$ cat src/rtl/mod_lpm_mult32_pkg.sv
// mod_lpm_mult32_pkg
// Shared constants and pipeline stage records for the 32x32 -> low-32
// pipelined multiplier.
//   WIDTH   : operand / result width (32)
//   HALF    : half-word width used to split operands (16)
//   LATENCY : edges from accepted start to done (3)
package mod_lpm_mult32_pkg;

    localparam int WIDTH   = 32;
    localparam int HALF    = 16;
    localparam int LATENCY = 3;

    // S1: captured operands of an accepted operation
    typedef struct packed {
        logic             valid;
        logic [WIDTH-1:0] a;
        logic [WIDTH-1:0] b;
    } s1_t;

    // S2: partial products; the cross terms only matter in their low half
    // because they are shifted up by HALF before the final add.
    typedef struct packed {
        logic             valid;
        logic [WIDTH-1:0] ll;
        logic [HALF-1:0]  lh;
        logic [HALF-1:0]  hl;
    } s2_t;

    // S3: truncated sum of the partial products
    typedef struct packed {
        logic             valid;
        logic [WIDTH-1:0] sum;
    } s3_t;

endpackage

$ cat src/rtl/mod_lpm_mult32_if.sv
// mod_lpm_mult32_if
// Operation bus of the multiplier.
//   clk_en : global enable, low freezes every register
//   start  : dataa/datab carry a new operation this cycle
//   dataa  : multiplicand (unsigned)
//   datab  : multiplier (unsigned)
//   result : low WIDTH bits of dataa*datab, held between done pulses
//   done   : one-cycle pulse marking result valid
// Handshake: an operation is accepted on a rising edge where start=1,
// clk_en=1 and reset=0; there is no back-pressure, so a new operation may
// be accepted every enabled edge. done=1 after an enabled edge means result
// holds the next in-order product; while clk_en=0 both simply hold.
interface mod_lpm_mult32_if;
    import mod_lpm_mult32_pkg::*;

    logic             clk_en;
    logic             start;
    logic [WIDTH-1:0] dataa;
    logic [WIDTH-1:0] datab;
    logic [WIDTH-1:0] result;
    logic             done;

    modport master (
        output clk_en, start, dataa, datab,
        input  result, done
    );

    modport slave (
        input  clk_en, start, dataa, datab,
        output result, done
    );

endinterface

$ cat src/rtl/mod_lpm_mult32_mul16x16.sv
// mul16x16
// Combinational unsigned 16x16 -> 32 multiplier used for the partial
// products of the 32-bit multiply.
//   a, b : HALF-bit unsigned operands
//   p    : full WIDTH-bit product
module mul16x16
    import mod_lpm_mult32_pkg::*;
(
    input  logic [HALF-1:0]  a,
    input  logic [HALF-1:0]  b,
    output logic [WIDTH-1:0] p
);

    // Zero-extend first so the product is formed at full width.
    assign p = {{(WIDTH-HALF){1'b0}}, a} * {{(WIDTH-HALF){1'b0}}, b};

endmodule

$ cat src/rtl/mod_lpm_mult32.sv
// mod_lpm_mult32
// Pipelined unsigned multiplier returning the low 32 bits of dataa*datab
// (identical low bits for two's-complement operands).
// Ports:
//   clk             : rising-edge clock
//   reset           : synchronous active-high reset, wins over clk_en
//   bus             : operation bus (slave side), see mod_lpm_mult32_if
//   dbg_stage_valid : {S3, S2, S1} valid bits for observation
// An operation accepted at edge N is captured in S1 at N, its partial
// products in S2 at N+1, its sum in S3 at N+2, and it is presented on
// result/done after edge N+3.
module mod_lpm_mult32
    import mod_lpm_mult32_pkg::*;
#(
    parameter int LATENCY_P = LATENCY,  // only 3 supported
    parameter int WIDTH_P   = WIDTH     // only 32 supported
) (
    input  logic                 clk,
    input  logic                 reset,
    mod_lpm_mult32_if.slave      bus,
    output logic [LATENCY_P-1:0] dbg_stage_valid
);

    s1_t s1_d, s1_q;
    s2_t s2_d, s2_q;
    s3_t s3_d, s3_q;

    logic [WIDTH_P-1:0] result_d, result_q;
    logic               done_d, done_q;

    logic [WIDTH-1:0] p_ll;
    logic [WIDTH-1:0] p_lh;
    logic [WIDTH-1:0] p_hl;
    logic [HALF-1:0]  cross_sum;
    logic             unused_cross_hi;

    mul16x16 u_mul_ll (
        .a (s1_q.a[HALF-1:0]),
        .b (s1_q.b[HALF-1:0]),
        .p (p_ll)
    );

    mul16x16 u_mul_lh (
        .a (s1_q.a[HALF-1:0]),
        .b (s1_q.b[WIDTH-1:HALF]),
        .p (p_lh)
    );

    mul16x16 u_mul_hl (
        .a (s1_q.a[WIDTH-1:HALF]),
        .b (s1_q.b[HALF-1:0]),
        .p (p_hl)
    );

    // The upper halves of the cross products land above bit 31 after the
    // shift, so they never reach the result.
    assign unused_cross_hi = ^{p_lh[WIDTH-1:HALF], p_hl[WIDTH-1:HALF]};

    // Carry out of the cross-term add would also land above bit 31.
    assign cross_sum = s2_q.lh + s2_q.hl;

    always_comb begin
        s1_d     = s1_q;
        s2_d     = s2_q;
        s3_d     = s3_q;
        result_d = result_q;
        done_d   = done_q;

        if (bus.clk_en) begin
            // Operand registers only load with start, so idle operand
            // values cannot leak into any stage.
            s1_d.valid = bus.start;
            if (bus.start) begin
                s1_d.a = bus.dataa;
                s1_d.b = bus.datab;
            end

            s2_d.valid = s1_q.valid;
            if (s1_q.valid) begin
                s2_d.ll = p_ll;
                s2_d.lh = p_lh[HALF-1:0];
                s2_d.hl = p_hl[HALF-1:0];
            end

            s3_d.valid = s2_q.valid;
            if (s2_q.valid) begin
                s3_d.sum = s2_q.ll + {cross_sum, {HALF{1'b0}}};
            end

            // result only moves for a valid op, so it holds across bubbles.
            done_d = s3_q.valid;
            if (s3_q.valid) begin
                result_d = s3_q.sum;
            end
        end
    end

    always_ff @(posedge clk) begin
        if (reset) begin
            s1_q     <= '0;
            s2_q     <= '0;
            s3_q     <= '0;
            result_q <= '0;
            done_q   <= 1'b0;
        end else begin
            s1_q     <= s1_d;
            s2_q     <= s2_d;
            s3_q     <= s3_d;
            result_q <= result_d;
            done_q   <= done_d;
        end
    end

    assign bus.result      = result_q;
    assign bus.done        = done_q;
    assign dbg_stage_valid = {s3_q.valid, s2_q.valid, s1_q.valid};

endmodule

$ cat src/flat_wrapper.sv
// flat-port wrapper written by rule: the top's interface ports become plain ports
module mod_lpm_mult32_flat import mod_lpm_mult32_pkg::*;
#(
    parameter int LATENCY_P = LATENCY,                     
    parameter int WIDTH_P   = WIDTH                         
)
  (clk, reset, dbg_stage_valid, bus_clk_en, bus_start, bus_dataa, bus_datab, bus_result, bus_done);
  mod_lpm_mult32_if bus_i ();
  input  logic clk;
  input  logic reset;
  output logic [LATENCY_P-1:0] dbg_stage_valid;
  input wire logic [$bits(bus_i.clk_en)-1:0] bus_clk_en;
  input wire logic [$bits(bus_i.start)-1:0] bus_start;
  input wire logic [$bits(bus_i.dataa)-1:0] bus_dataa;
  input wire logic [$bits(bus_i.datab)-1:0] bus_datab;
  output wire logic [$bits(bus_i.result)-1:0] bus_result;
  output wire logic [$bits(bus_i.done)-1:0] bus_done;
  assign bus_i.clk_en = bus_clk_en;
  assign bus_i.start = bus_start;
  assign bus_i.dataa = bus_dataa;
  assign bus_i.datab = bus_datab;
  assign bus_result = bus_i.result;
  assign bus_done = bus_i.done;
  mod_lpm_mult32 #(.LATENCY_P(LATENCY_P), .WIDTH_P(WIDTH_P)) u_core (.clk(clk), .reset(reset), .bus(bus_i), .dbg_stage_valid(dbg_stage_valid));
endmodule
$ cat config.mk
export PLATFORM = sky130hd
export DESIGN_NAME = mod_lpm_mult32_flat
export DESIGN_NICKNAME = d
export VERILOG_FILES = /design/src/rtl/mod_lpm_mult32_pkg.sv /design/src/rtl/mod_lpm_mult32_if.sv /design/src/rtl/mod_lpm_mult32_mul16x16.sv /design/src/rtl/mod_lpm_mult32.sv /design/src/flat_wrapper.sv
export SDC_FILE = /design/constraint.sdc
export NUM_CORES = 2
export LEC_CHECK = 0
export ABC_AREA = 1
export ABC_CLOCK_PERIOD_IN_PS = 10400
export BUFFER_PORTS_ARGS = -buffer_cell sky130_fd_sc_hd__buf_2
export CORE_ASPECT_RATIO = 1.25
export CORE_MARGIN = 1.5
export CORE_UTILIZATION = 24
export DETAILED_ROUTE_END_ITERATION = 8
export SKIP_CTS_REPAIR_TIMING = 1
export SLEW_MARGIN = 20
export SYNTH_ARGS = -nofsm -noshare
export SYNTH_HDL_FRONTEND = slang
export SYNTH_SLANG_ARGS = --single-unit
$ cat constraint.sdc
create_clock -name clk -period 10.4 [get_ports clk]
set_input_delay 2.08 -clock clk [delete_from_list [all_inputs] [get_ports clk]]
set_output_delay 2.08 -clock clk [all_outputs]
set_load 0.02 [all_outputs]
==> run_results.csv <==
group,metric,value,unit
placement,numPortBuffers,103,
sta,max_clock_freq,166,MHz
critical_path,worstRegToRegCells,22,
power_and_ir_drop,fraction_of_power_spent_switching_nets,40.7,%
sta,max-slew-margin-rel,29.9,%
die,die_area,109000,sq um
worst_hold_path,min-delay-path-class,"flop to flop",
critical_path,slowest_stage,"dfxtp_1",
placement,place.gp.congestion,0.914,
sta,final.setup_skew,29.5,ps
critical_path,worstPathBufferInverterCount,5,
detailed_routing,route.detailed.vias_per_inst,4.30,
logic_synthesis,synth.cells.most_frequent,"846 x inv_1, 795 x nand2_1, 356 x fa_1",
power_and_ir_drop,power_frac_comb,31.7,%
power_and_ir_drop,internal-power,1.37,mW
cts,clkTransAtPathRegs,90,ps
detailed_routing,drt_pass1_iterations,7,
critical_path,critical_path.max_fanout,18,
cts,insertion_delay,530,ps
critical_path,worst_path_dominant_cell_family,"adder cells",
sta,tightest_slew,1050,ps
critical_path,regToRegSetupSlack,4370,ps
logic_synthesis,synth-seq-area-share,15.3,%
logic_synthesis,synth_top_cell_by_area,"fa_1",
cts,htree_levels,4,
power_and_ir_drop,net-switching-power,0.943,mW
cells_and_area,ratio_of_cells_with_drive_above_1_in_the_final_layout,5.48,%
logic_synthesis,async_flop_share,0,%
placement,cell_area_after_placement,27400,sq um
flow_run,maxCapViolCount,0,
logic_synthesis,synthesis.nets,4202,
detailed_routing,wirelength_per_cell,14.6,microns
sta,report.final.slew_viol_count,0,
critical_path,startpoint,"u_core.s1_q[32]",
logic_synthesis,yosys.area.top_type_share,27.8,%
sta,grt_setup_unrepaired,"no",
critical_path,cp_required,10810,ps
global_route,grt_max_degree,82,
logic_synthesis,synth_flop_cell,"dfxtp_1",
logic_synthesis,ys_ff_latch,196,
detailed_routing,antenna_violating_nets_post_route,0,
cts,cts-root-to-sink-buffers,2,
critical_path,r2r_end,"u_core.s2_q[58]",
die,core-area,106000,sq um
cells_and_area,design.final.nets,4183,
logic_synthesis,yosys_warnings,0,
critical_path,setup.worst_path.class,"flop to flop",
power_and_ir_drop,p_leak,15.8,nW
die,height_of_the_chip,368,microns
power_and_ir_drop,power.total,2.32,mW
critical_path,critical-path-top-cell-by-count,"fa_1",
die,std_cell_rows,133,
critical_path,worstPathArrival,6440,ps
logic_synthesis,synth-edff-count,0,
logic_synthesis,synth.avg_cell_area,7.22,sq um
cells_and_area,syn_to_final_growth,9.57,%
logic_synthesis,yosys.cell_types.count,45,
detailed_routing,drc_markers,0,
die,design.portCount,104,
power_and_ir_drop,clock_power_share,31.6,%
power_and_ir_drop,irDropWorstVdd,0.000150,V
worst_hold_path,hp-start,"u_core.s2_q[32]",
worst_hold_path,timing.hold.worst_path_depth,2,
detailed_routing,dr_total_vias,21300,
sta,setup_viol,0,
critical_path,setup_crit_start_kind,"flop",
global_route,aggregate_global_routing_overflow,0,
logic_synthesis,syn-instance-count,3546,
global_route,grt_pass1_vias,21500,
critical_path,cp_capture_type,"flop",
critical_path,slowest_delay,800,ps
worst_hold_path,whs_endpoint,"u_core.s2_q[32]",
cts,clock_sink_count,196,
cts,numCtsBuffers,17,
cells_and_area,fillCellCount,11700,
sta,timing.setup.tns,0,ps
logic_synthesis,post-synth-top-count-cell,"inv_1",
cells_and_area,antenna_diode_count,0,
status,outcome,"completed",
die,die-width,295,microns
cts,cts-root-buf,"clkbuf_16",
cells_and_area,fin_area,28100,sq um
critical_path,crit_chain,"buf_4 -> nand2_1 -> fa_1 -> fa_1 -> inv_1 -> fa_1 -> fa_1 -> fa_1 -> inv_1 -> fa_1 -> inv_1 -> ha_1 -> a21oi_1 -> o21ai_0 -> a21oi_1 -> nand3_1 -> nand2_1 -> nand2_1 -> a21oi_1 -> o21ai_1 -> nand2_1 -> inv_1",
detailed_routing,finalWirelength,72.3,mm
logic_synthesis,synth_top_cells_by_area,"fa_1 28%, dfxtp_1 15%, inv_1 12%",
sta,period_minus_slack,6030,ps
sta,number_of_failing_hold_endpoints_at_the_final_stage,0,
critical_path,worstReg2RegStart,"u_core.s1_q[32]",
global_route,antenna_found_initial,0,
sta,period_utilization_post_route,58.0,%
power_and_ir_drop,power_density,82.6,nW/um^2
placement,place.detailed.hpwl,56.7,mm
power_and_ir_drop,seqPwrFrac,36.7,%
detailed_routing,drt_first_iter_violations,1053,
global_route,grt_util_all_layers,13.7,%
cts,clock_tree_from_tritoncts,"done",
logic_synthesis,synthesis.area,25600,sq um
global_route,grt_pass1_wl,117,mm
die,initial_core_util,24.3,%
worst reg2reg max path: stages (launching register included):
cell and delay, ps:
dfxtp_1 800, buf_4 400, nand2_1 110, fa_1 480, fa_1 490, inv_1 50, fa_1 490, fa_1 430
fa_1 490, inv_1 50, fa_1 470, inv_1 40, ha_1 340, a21oi_1 310, o21ai_0 170, a21oi_1 220
nand3_1 140, nand2_1 80, nand2_1 60, a21oi_1 130, o21ai_1 100, nand2_1 60, inv_1 40
cells in the final DEF (no fill, tap or decap), types with 5 or more instances in the layout:
cell type / instances
nand2_1: 794
nor2_1: 350
a21o_1: 11
o211ai_1: 16
xnor2_1: 25
inv_2: 5
buf_4: 35
nand3b_1: 9
nand4_1: 15
xor2_1: 41
a21oi_1: 122
fa_1: 356
inv_1: 844
ha_1: 232
nor3_1: 7
o21ai_0: 201
clkbuf_16: 17
dfxtp_1: 196
nand3_1: 97
o21ai_1: 7
a31oi_1: 5
buf_2: 103
flip-flops by register name (all words and copies together), names as in the netlist:
signal                  flops
u_core.s1_q                64
u_core.s2_q                64
u_core.bus.result          32
u_core.s3_q                32
u_core.dbg_stage_valid      3
u_core.bus.done             1
worst max-delay path by stage:
stage / to / depth (start not counted) / slack (ps)
after floorplan: u_core.s2_q[51] / 22 / 4890
after global placement: u_core.s2_q[58] / 22 / 4340
after detailed placement: u_core.s2_q[58] / 22 / 4360
after CTS: u_core.s2_q[58] / 22 / 4330
after global routing: u_core.s2_q[58] / 22 / 4050
final: u_core.s2_q[58] / 22 / 4370
area by class of cell:
class                   count  area [sq um]  area share [%]
multi-input cells        2321         17700            63.3
clock buffers              18           439            1.57
repair buffers            138           778            2.77
inverters                 853          3210            11.4
well taps                1417          1770            6.32
flip-flops and latches    196          3920            14.0
clock inverters            14           185           0.660
through the flow:
stage / util (%) / cells / hold WS [ps] / setup slack (ps)
finish: 26.6 / 4957 / 466 / 4370
global route: 26.6 / 4957 / 487 / 4050
CTS: 26.6 / 4957 / 471 / 4330
detailed placement: 26.0 / 4925 / 458 / 4360
global placement: 26.0 / 4925 / 458 / 4340
floorplan: - / 3546 / 430 / 4890
kinds of logic after synthesis:
logic type                 share of synthesized area [%]
AOI/OAI and AO/OA                                   8.07
xor gates and xnor gates                            2.32
adders and majority gates                           39.2
buffers and inverters                               15.4
DFF                                                 15.3
and+or+nand+nor                                     19.7
power groups by stage:
stage / sequential [mW] / combinational, mW / clock, mW
after global routing: 0.854 / 0.841 / 0.773
after detailed placement: 0.866 / 0.731 / 0
after floorplan: 0.814 / 0.542 / 0
after global placement: 0.865 / 0.725 / 0
after CTS: 0.849 / 0.738 / 0.755
final: 0.850 / 0.734 / 0.733
layer usage:
layer	vias to the layer above	track usage [%]	wire length (microns)
met3	106	1.88	3070
met5	-	0	0
met2	512	22.6	33600
li1	10400	-	-
met1	10200	18.2	33200
met4	0	4.91	2470
Note: power is estimated with default switching activity, not from simulation.
